<file path="src/rtl/rr_arbiter_4.sv">
// rr_arbiter_4 : four-requester round-robin arbiter with lock-until-release grants.
//
// A grant is held for as long as the owning agent keeps its request high.
// When the owner drops its request, the next requester in round-robin order
// (starting after the most recent owner) is granted on the same edge, so
// there are no dead cycles between owners.
//
// Optional feature, selected by the macro ARB_TIMEOUT_EN:
//   When defined, an owner that has held the grant for MAX_HOLD consecutive
//   cycles while another agent is waiting is forcibly rotated out, and
//   preempt pulses for one cycle. When undefined, MAX_HOLD is unused and
//   preempt is tied low.
//
// Parameters:
//   MAX_HOLD  : maximum consecutive grant cycles per owner (timeout build), 2..255
// Ports:
//   clk       : rising-edge clock
//   rst       : asynchronous, active-high reset
//   req[3:0]  : per-agent request, held high while the agent uses the resource
//   gnt[3:0]  : registered one-hot grant, all zero when idle
//   gnt_id    : registered binary index of the owner, 0 when idle
//   gnt_valid : high while any grant is active
//   preempt   : one-cycle pulse when a grant is forcibly rotated
module rr_arbiter_4 #(
   parameter int MAX_HOLD = 8
) (
   input  logic       clk,
   input  logic       rst,
   input  logic [3:0] req,
   output logic [3:0] gnt,
   output logic [1:0] gnt_id,
   output logic       gnt_valid,
   output logic       preempt
);

   typedef enum logic {
      S_IDLE  = 1'b0,
      S_GRANT = 1'b1
   } state_t;

   state_t     state_q, state_d;
   logic [1:0] last_q, last_d;
   logic [3:0] gnt_q, gnt_d;
   logic [1:0] gnt_id_q, gnt_id_d;

   logic       owner_req;
   logic [3:0] others;
   logic [3:0] cand;
   logic [2:0] pick;
   logic       new_grant;
   logic       tmo_hit;

   // Round-robin search: candidates are scanned in the order from+1, from+2,
   // from+3, from. The loop runs from lowest to highest priority so that the
   // highest-priority match is the last assignment. Returns {found, index}.
   function automatic logic [2:0] rr_pick(input logic [3:0] c, input logic [1:0] from);
      logic [2:0] res;
      logic [1:0] idx;
      res = 3'b000;
      for (int k = 4; k >= 1; k--) begin
         idx = from + 2'(k);
         if (c[idx]) res = {1'b1, idx};
      end
      return res;
   endfunction

   // 4-to-2 encoder: bit 0 from agents 1/3, bit 1 from agents 2/3.
   function automatic logic [1:0] enc4(input logic [3:0] oh);
      return {oh[2] | oh[3], oh[1] | oh[3]};
   endfunction

   // While granting, last_q is the current owner.
   assign owner_req = req[last_q];
   assign others    = req & ~(4'b0001 << last_q);
   // The owner bit is excluded while granting; when the owner has dropped req
   // that bit is already zero, and on a timeout it must not win again.
   assign cand      = (state_q == S_GRANT) ? others : req;
   assign pick      = rr_pick(cand, last_q);

`ifdef ARB_TIMEOUT_EN
   localparam logic [7:0] HOLD_MAX = 8'(MAX_HOLD - 1);

   logic [7:0] hold_q, hold_d;
   logic       preempt_q;

   assign tmo_hit = (state_q == S_GRANT) && owner_req && (hold_q == HOLD_MAX) && (|others);

   // Hold counter: clears on every new grant, counts while the owner holds,
   // saturates at MAX_HOLD-1.
   always_comb begin
      hold_d = hold_q;
      if (new_grant) begin
         hold_d = 8'd0;
      end else if ((state_q == S_GRANT) && (hold_q != HOLD_MAX)) begin
         hold_d = hold_q + 8'd1;
      end
   end

   always_ff @(posedge clk or posedge rst) begin
      if (rst) begin
         hold_q    <= 8'd0;
         preempt_q <= 1'b0;
      end else begin
         hold_q    <= hold_d;
         preempt_q <= tmo_hit;
      end
   end

   assign preempt = preempt_q;
`else
   assign tmo_hit = 1'b0;
   assign preempt = 1'b0;
`endif

   // State register
   always_ff @(posedge clk or posedge rst) begin
      if (rst) begin
         state_q  <= S_IDLE;
         last_q   <= 2'd3;
         gnt_q    <= 4'b0000;
         gnt_id_q <= 2'd0;
      end else begin
         state_q  <= state_d;
         last_q   <= last_d;
         gnt_q    <= gnt_d;
         gnt_id_q <= gnt_id_d;
      end
   end

   // Next-state logic
   always_comb begin
      state_d   = state_q;
      last_d    = last_q;
      new_grant = 1'b0;
      unique case (state_q)
         S_IDLE: begin
            if (pick[2]) begin
               state_d   = S_GRANT;
               last_d    = pick[1:0];
               new_grant = 1'b1;
            end
         end
         S_GRANT: begin
            if (owner_req && !tmo_hit) begin
               state_d = S_GRANT;
            end else if (pick[2]) begin
               // Handoff (or forced rotation) on the same edge.
               state_d   = S_GRANT;
               last_d    = pick[1:0];
               new_grant = 1'b1;
            end else begin
               state_d = S_IDLE;
            end
         end
         default: state_d = S_IDLE;
      endcase
   end

   // Output logic: grant vector and index derive from the next owner so the
   // three outputs are always mutually consistent.
   always_comb begin
      gnt_d    = 4'b0000;
      if (state_d == S_GRANT) gnt_d = 4'b0001 << last_d;
      gnt_id_d = enc4(gnt_d);
   end

   assign gnt       = gnt_q;
   assign gnt_id    = gnt_id_q;
   assign gnt_valid = (state_q == S_GRANT);

endmodule

</file>
<file path="config.mk">
export PLATFORM = sky130hd
export DESIGN_NAME = rr_arbiter_4
export DESIGN_NICKNAME = d
export VERILOG_FILES = /design/src/rtl/rr_arbiter_4.sv
export SDC_FILE = /design/constraint.sdc
export NUM_CORES = 1
export LEC_CHECK = 0
export CORE_MARGIN = 4
export CORE_UTILIZATION = 30
export CTS_CLUSTER_SIZE = 28
export DETAILED_ROUTE_END_ITERATION = 7
export PLACE_DENSITY = 0.56
export SYNTH_ARGS = -nofsm -noshare
export SYNTH_HDL_FRONTEND = slang
export SYNTH_SLANG_ARGS = --single-unit
</file>
<file path="constraint.sdc">
create_clock -name clk -period 2.6 [get_ports clk]
set_input_delay 0.26 -clock clk [delete_from_list [all_inputs] [get_ports clk]]
set_output_delay 0.26 -clock clk [all_outputs]
set_load 0.01 [all_outputs]
</file>
# Word-level counts from Yosys, hierarchy flattened

Cells that the tools add are included.

Bits in registers: 9
Word-level logic and storage cells: 40
Memory bits (read-only): 0
Input port bits: 6
Memory bits (writable): 0
Memories kept: 0
Latch bits: 0

Multipliers: 0
$add $sub $neg: 3
Reductions and logical operators: 0
Equal/unequal tests: 0
Div/mod/pow operators: 0
Multiplexer cells: 22
Shift operators: 2
Bitwise gates (word level): 5
Magnitude comparators: 4

Operators with widths:

| operator              | number |
|---|---|
| $lt A2 B3 Y1 const B  | 4 |
| $mux W3               | 4 |
| $bmux W1 S2           | 5 |
| $mux W4               | 2 |
| $shl A1 B2 Y4 const A | 2 |
| $mux W1               | 7 |
| $add A2 B2 Y2 const B | 2 |
| $and A4 B4 Y4         | 1 |
| $mux W2               | 2 |
| $not A4 Y4            | 1 |
| $pmux W2 S2           | 1 |
| $add A2 B1 Y2 const B | 1 |
| $or A1 B1 Y1          | 2 |
| $pmux W1 S2           | 1 |
| $not A1 Y1            | 1 |

# Longest topological paths before layout

Gate-level depths: netlist (run 1).

Depth after elaboration: 16
Depth in mapped cells: 8
Depth with buffers taken out: 7

# Least setup slack after synthesis (run 1)

Ideal clock, no wire load.

Path kind: register -> register
Start point: register last_q[0]
End point: register gnt_q[3] (netlist: gnt[3])
Arrival: 2.189 ns
Slack: 0.310 ns
Data required time: 2.499 ns
Stages on the path, launching flop included: 9
Library setup time: 0.101 ns
Cells stage by stage: dfstp_2 > buf_6 > inv_1 > ha_1 > mux2_2 > a211oi_1 > o221ai_2 > nor4b_2 > nor4_1

Longest elaborated chain between the ends: 15
Elaborated cells between the ends (all ways): 29

RTL lines:

| item                          | RTL line | RTL |
|---|---|---|
| from (decl)                   | 42       | `logic [1:0] last_q, last_d;` |
| from (signal assigned)        | 124      | `last_q <= last_d;` |
| $shl A1 B2 Y4                 | 74       | `assign others = req & ~(4'b0001 << last_q);` |
| $not A4 Y4                    | 74       |  |
| $and A4 B4 Y4                 | 74       |  |
| $mux W4                       | 77       | `assign cand = (state_q == S_GRANT) ? others : req;` |
| $bmux W1 S2                   | 62       | `if (c[idx]) res = {1'b1, idx};` |
| $mux W1 (implied by the code) | 62       |  |
| $mux W3 (4 in series)         | 62       |  |
| $mux W2                       | 137, 146 |  |
| $mux W2                       | 144      | `if (owner_req && !tmo_hit) begin` |
| $pmux W2 S2                   | 135      | `unique case (state_q)` |
| $shl A1 B2 Y4                 | 163      | `if (state_d == S_GRANT) gnt_d = 4'b0001 << last_d;` |
| $mux W4 *                     | 163      |  |
| named net gnt_d[3]            | 43       | `logic [3:0] gnt_q, gnt_d;` |
| to (signal assigned)          | 125      | `gnt_q <= gnt_d;` |
| to (decl)                     | 43       |  |

Mark *: on every way through the listed nets, which the timed path passes. The rest lies on a longest branch. The select of a mux whose other input is x is not followed.

# Final worst setup path (run 1)

Start point: register last_q[1]
End point: register gnt_q[2] (netlist: gnt[2])

The elaborated chain is that of the path after synthesis.

==> flow_summary.ini, run 1 <==
[placed_design]
pre_cts_slack_ns = 0.222
place_congestion = 0.877
dp.final_hpwl_mm = 1.23
io_buffers = 12

[worst_setup_path]
critPathLaunchType = register
path_max_fanout = 9
cpPeakStageDelay_ns = 0.63
reg2reg_from = last_q[1]
cpLargestDelayFamily = compound AO/OA/AOI/OAI gates
reg2reg_slack_ns = 0.18
cp_slowest_cell = dfstp_2
r2r_end = gnt[2]
crit_path_frequent_cell = a211oi_1
crit_required_ns = 2.76
path_cells = inv_1, ha_1, mux2_1, a21o_1, a211oi_1, o21ai_0, a211oi_1
crit_type = reg2reg
cp_num_cells = 7
critPathBufInv = 1
reg2regPathDepth = 7
cp-end-kind = register
critPathArrivalTime_ns = 2.58

[timing]
finalSetupViolCount = 0
period_needed_ns = 2.42
tns_ns = 0
slew_viol_final = 0
setup_slack_ns = 0.176
max-slew-margin-rel = 0.586
finClkSkew_ns = 0.00368
period_share = 0.932
hold_viol_final = 0
worst_pin_slew_ns = 0.613
rsz0062_at_grt = false
holdWs_ns = 0.257
max_freq_ghz = 0.412

[final_layout]
syn_to_final_growth_pct = 24.3
finish.utilization = 0.397
fillers = 241
fin_nets = 98
drive_gt1_frac = 0.184
diodes = 0

[synthesis]
muxShareOfSynthArea = 0.137
synth.distinct_cells = 38
synth_area_per_cell_um2 = 9.86
synthAdderAreaFrac = 0.0696
synth-simple-area-share = 0.143
ys_seq_area_frac = 0.317
syn-num-nets = 83
ys_ff_latch = 9
synth-compound-area-share = 0.264
synth_xor_xnor_area_share = 0.0122
postSynthCellCount = 73
synth_top_family_by_area = compound AO/OA/AOI/OAI gates
synth_area_um2 = 719
synth_warnings = 0

[detailed_routing]
vias_per_cell = 5.27
routed_wl_mm = 1.52
dr.pass1.iters = 4
routedWlPerCell_um = 13.2
ant_nets = 0
drt-initial-drc-count = 9
drc = 0
route.vias.total = 606

[power_and_ir_drop]
powerDensity_nw_per_um2 = 1550
peakVddDrop_uv = 532
p_leak_nw = 0.392

[die]
io_pins = 14
dieArea_um2 = 3250
start_util = 0.319
die_h_um = 57.0
core_area_um2 = 2250
die_w_um = 57.0
rows = 17

[cts]
cts_resized = 0
cts_sinks = 9
cts_max_path_buffers = 2
path_clk_slew_ns = 0.06
htree_levels = 1
cts_tree = built
numCtsBuffers = 3
clkLatencyLatePin_ns = 0.25
clock-root-buffer = clkbuf_4
postCtsSetupRepairBufs = 0
postCtsHoldBufs = 0

[run_status]
status = finished clean

[global_routing]
overflow = 0
grt_pass1_wl_mm = 2.57
antenna_found_initial = 0
grt_max_degree = 14
grt_pass1_vias = 609
grt_usage = 0.0989

[worst_hold_path]
hold_class = in2async

[run]
maxCapViolCount = 0
-- state kept, by name, indices dropped and copies added, names as in the netlist --
name       cells
gnt            4
gnt_id         2
gnt_valid      1
last_q         2
-- metrics by stage --
step | cell area, um^2 | std cells | power [W]
after floorplan | 719 | 73 | 0.00101
after global placement | 860 | 111 | 0.00124
after detailed placement | 860 | 111 | 0.00125
after CTS | 886 | 115 | 0.00136
after global routing | 895 | 115 | 0.00150
final | 895 | 115 | 0.00138
-- report_power, final --
group / leakage (nW) / switching [W] / internal, W
Combinational: 0.272 / 0.000532 / 0.000462
Sequential: 0.105 / 0.0000616 / 0.000227
Clock: 0.0150 / 0.0000432 / 0.0000588
-- kinds of logic after synthesis --
logic type / count (synthesis)
compound gates: 25
simple gates: 17
mux: 9
flops: 9
buf+inv: 7
fa+ha+maj: 4
other cells: 1
xor+xnor: 1
-- worst reg2reg max path, stage by stage (launching register included) --
cell and delay [ns]:
dfstp_2 0.63, inv_1 0.10, ha_1 0.21, mux2_1 0.32
a21o_1 0.20, a211oi_1 0.44, o21ai_0 0.19, a211oi_1 0.23
-- cells in the final DEF (no fill, tap or decap), types with 2 or more instances in the layout --
cell type	n
clkdlybuf4s50_1	12
a22oi_1	2
mux2_2	2
ha_1	4
a211oi_1	6
a21oi_1	3
mux2i_1	5
clkbuf_4	3
inv_1	4
a21o_1	3
dfrtp_1	7
nor2_1	3
nand2_1	6
dfstp_2	2
-- how the worst max path moves through the flow --
stage                        end      start  slack (ns)
after detailed placement  gnt[3]  last_q[1]        0.22
after global routing      gnt[3]  last_q[0]        0.01
after CTS                 gnt[3]  last_q[1]        0.20
after global placement    gnt[3]  last_q[1]        0.23
after floorplan           gnt[3]  last_q[0]        0.31
final                     gnt[2]  last_q[1]        0.18
-- synthesized netlist by cell type --
library cell	count	area share
o22ai_1	1	0.0087
o21ai_1	1	0.0069
clkbuf_1	1	0.0052
nor4_1	1	0.0087
nand2_1	6	0.031
ha_1	4	0.070
buf_6	1	0.016
mux2_2	2	0.031
a22oi_1	2	0.021
or2_2	1	0.0087
mux2_1	1	0.016
nor2_1	3	0.016
nor4b_1	1	0.012
a21oi_2	1	0.012
mux2_4	1	0.021
dfstp_2	2	0.073
o221ai_2	1	0.021
o31ai_1	1	0.010
mux2i_1	5	0.070
a211oi_1	6	0.063
inv_1	4	0.021
or3_1	1	0.0087
o21ai_0	1	0.0069
conb_1	1	0.0052
dfrtp_1	7	0.24
nor4b_2	1	0.021
o21a_1	1	0.010
xnor2_1	1	0.012
a21o_1	3	0.031
buf_4	1	0.010
o211ai_1	1	0.010
a21oi_1	3	0.021
nand2b_1	1	0.0087
o21ai_2	1	0.012
and3_1	1	0.0087
o31a_1	1	0.012
a211oi_2	1	0.017
or4b_4	1	0.019
-- layout make-up --
class / instances / area (um^2) / area share
Multi-Input combinational cell: 57 / 463 / 0.517
Sequential cell: 9 / 228 / 0.255
Timing Repair Buffer: 13 / 128 / 0.143
Tap cell: 28 / 35.0 / 0.0392
Clock buffer: 4 / 26.3 / 0.0294
Inverter: 4 / 15.0 / 0.0168
-- metal layers --
metal | up-vias | track usage | routed length (um)
li1 | 301 | - | -
met1 | 285 | 0.124 | 695
met2 | 16 | 0.162 | 713
met3 | 4 | 0.0136 | 79
met4 | 0 | 0.0563 | 27
met5 | - | 0 | 0
(Power assumes the default switching activity.)
==> run 2, diff against run 1 <==
CORE_UTILIZATION = 49   (was 30)
PLACE_DENSITY = 0.81   (was 0.56)
==> flow_summary.ini, run 2 (synthesis gave the netlist of run 1 again) <==
[run_status]
status = finished clean

[timing]
slew_viol_final = 0
finalSetupViolCount = 0
worst_pin_slew_ns = 0.513
max-slew-margin-rel = 0.653
hold_viol_final = 0
finClkSkew_ns = 0.00907
period_share = 0.924
period_needed_ns = 2.40
tns_ns = 0
rsz0062_at_grt = false
max_freq_ghz = 0.416

[global_routing]
grt_usage = 0.177
busiest_layer = met2
gr-usage-met3 = 0.0664
grt_pass1_wl_mm = 2.69
grtUsageMet2 = 0.277
overflow = 0
grt_max_degree = 13
antenna_found_initial = 0
grtUsageMet1 = 0.228
grt_pass1_vias = 599

[final_layout]
final_cell_mix = 12 x clkdlybuf4s50_1, 7 x dfrtp_1, 6 x nand2_1, 6 x a211oi_1, 5 x mux2i_1
drive_gt1_frac = 0.184
mostFrequentLayoutCell = clkdlybuf4s50_1
diodes = 0
largest_reg_flops = 4
finish.utilization = 0.652
syn_to_final_growth_pct = 20.9
fin_nets = 98
fillers = 102

[worst_setup_path]
reg2regPathDepth = 7
critPathArrivalTime_ns = 2.58
crit_type = reg2reg
crit_required_ns = 2.78
path_cells = inv_1, ha_1, mux2_1, a21o_1, a211oi_1, o21ai_0, a211oi_1
cp_slowest_cell = dfstp_2
cp-startpoint = last_q[1]
cpLargestDelayFamily = compound AO/OA/AOI/OAI gates
path_max_fanout = 9
cpPeakStageDelay_ns = 0.62
cp_num_cells = 7
critPathLaunchType = register
reg2reg_slack_ns = 0.20
crit_path_frequent_cell = a211oi_1
reg2reg_from = last_q[1]
cp-end-kind = register
critPathBufInv = 1

[placed_design]
dp.final_hpwl_mm = 1.29
io_buffers = 12
place_congestion = 0.803

[die]
rows = 13
start_util = 0.539
die_w_um = 46.3
dieArea_um2 = 2150
die_h_um = 46.3
io_pins = 14
core_area_um2 = 1330

[cts]
postCtsHoldBufs = 0
path_clk_slew_ns = 0.06
numCtsBuffers = 3
cts_max_path_buffers = 2
clock-root-buffer = clkbuf_4
postCtsSetupRepairBufs = 0
cts_tree = built
cts_sinks = 9
cts_resized = 0
clkLatencyLatePin_ns = 0.26
htree_levels = 1

[detailed_routing]
dr.pass1.iters = 4
routedWlPerCell_um = 15.6
drc = 0
routed_wl_mm = 1.59
ant_nets = 0
vias_per_cell = 6.08
drt-initial-drc-count = 19
route.vias.total = 620

[power_and_ir_drop]
p_sw_w = 0.000633
p_leak_nw = 0.386
powerDensity_nw_per_um2 = 1570
sw_frac_of_total = 0.463
share_comb_of_total_power = 0.707
cell_internal_pwr_w = 0.000734
seqPwrFrac = 0.215
peakVddDrop_uv = 830
clkPwrFrac = 0.079

[run]
maxCapViolCount = 0

[worst_hold_path]
hold_class = in2async
[run 2: final cells by class]
class,instances,area [um^2],area share
flip-flops and latches,9,228,0.262
inverters,4,15.0,0.0173
multi-input cells,57,454,0.522
repair buffers,13,128,0.147
clock buffers,4,26.3,0.0302
well taps,15,18.8,0.0216
[run 2: power groups by stage]
stage	Sequential (W)	Clock [W]	Combinational [W]
floorplan	0.000294	0	0.000715
global placement	0.000292	0	0.000934
detailed placement	0.000294	0	0.000957
CTS	0.000293	0.000110	0.000963
global route	0.000306	0.000119	0.00107
finish	0.000293	0.000107	0.000967
[run 2: routing by layer]
metal	up-vias	part of all wire
met5	-	0
met4	0	0.0088
met3	2	0.054
met2	23	0.52
met1	292	0.41
li1	303	-
[run 2: final timing paths]
kind                             endpoint
worst max register to register     gnt[2]
worst min register to register  last_q[0]
min in group clk                last_q[0]
worst min-delay path            gnt_id[1]
max in group asynchronous       last_q[0]
worst max-delay path               gnt[2]
[run 2: through the flow]
step	cell area (um^2)	total power (W)	setup WS, ns	cells	hold WS [ns]
final	870	0.00137	0.198	102	0.255
after global routing	870	0.00150	0.0209	102	0.275
after CTS	870	0.00137	0.199	102	0.265
after detailed placement	843	0.00125	0.188	98	0.506
after global placement	843	0.00123	0.308	98	0.501
after floorplan	719	0.00101	0.310	73	0.0865
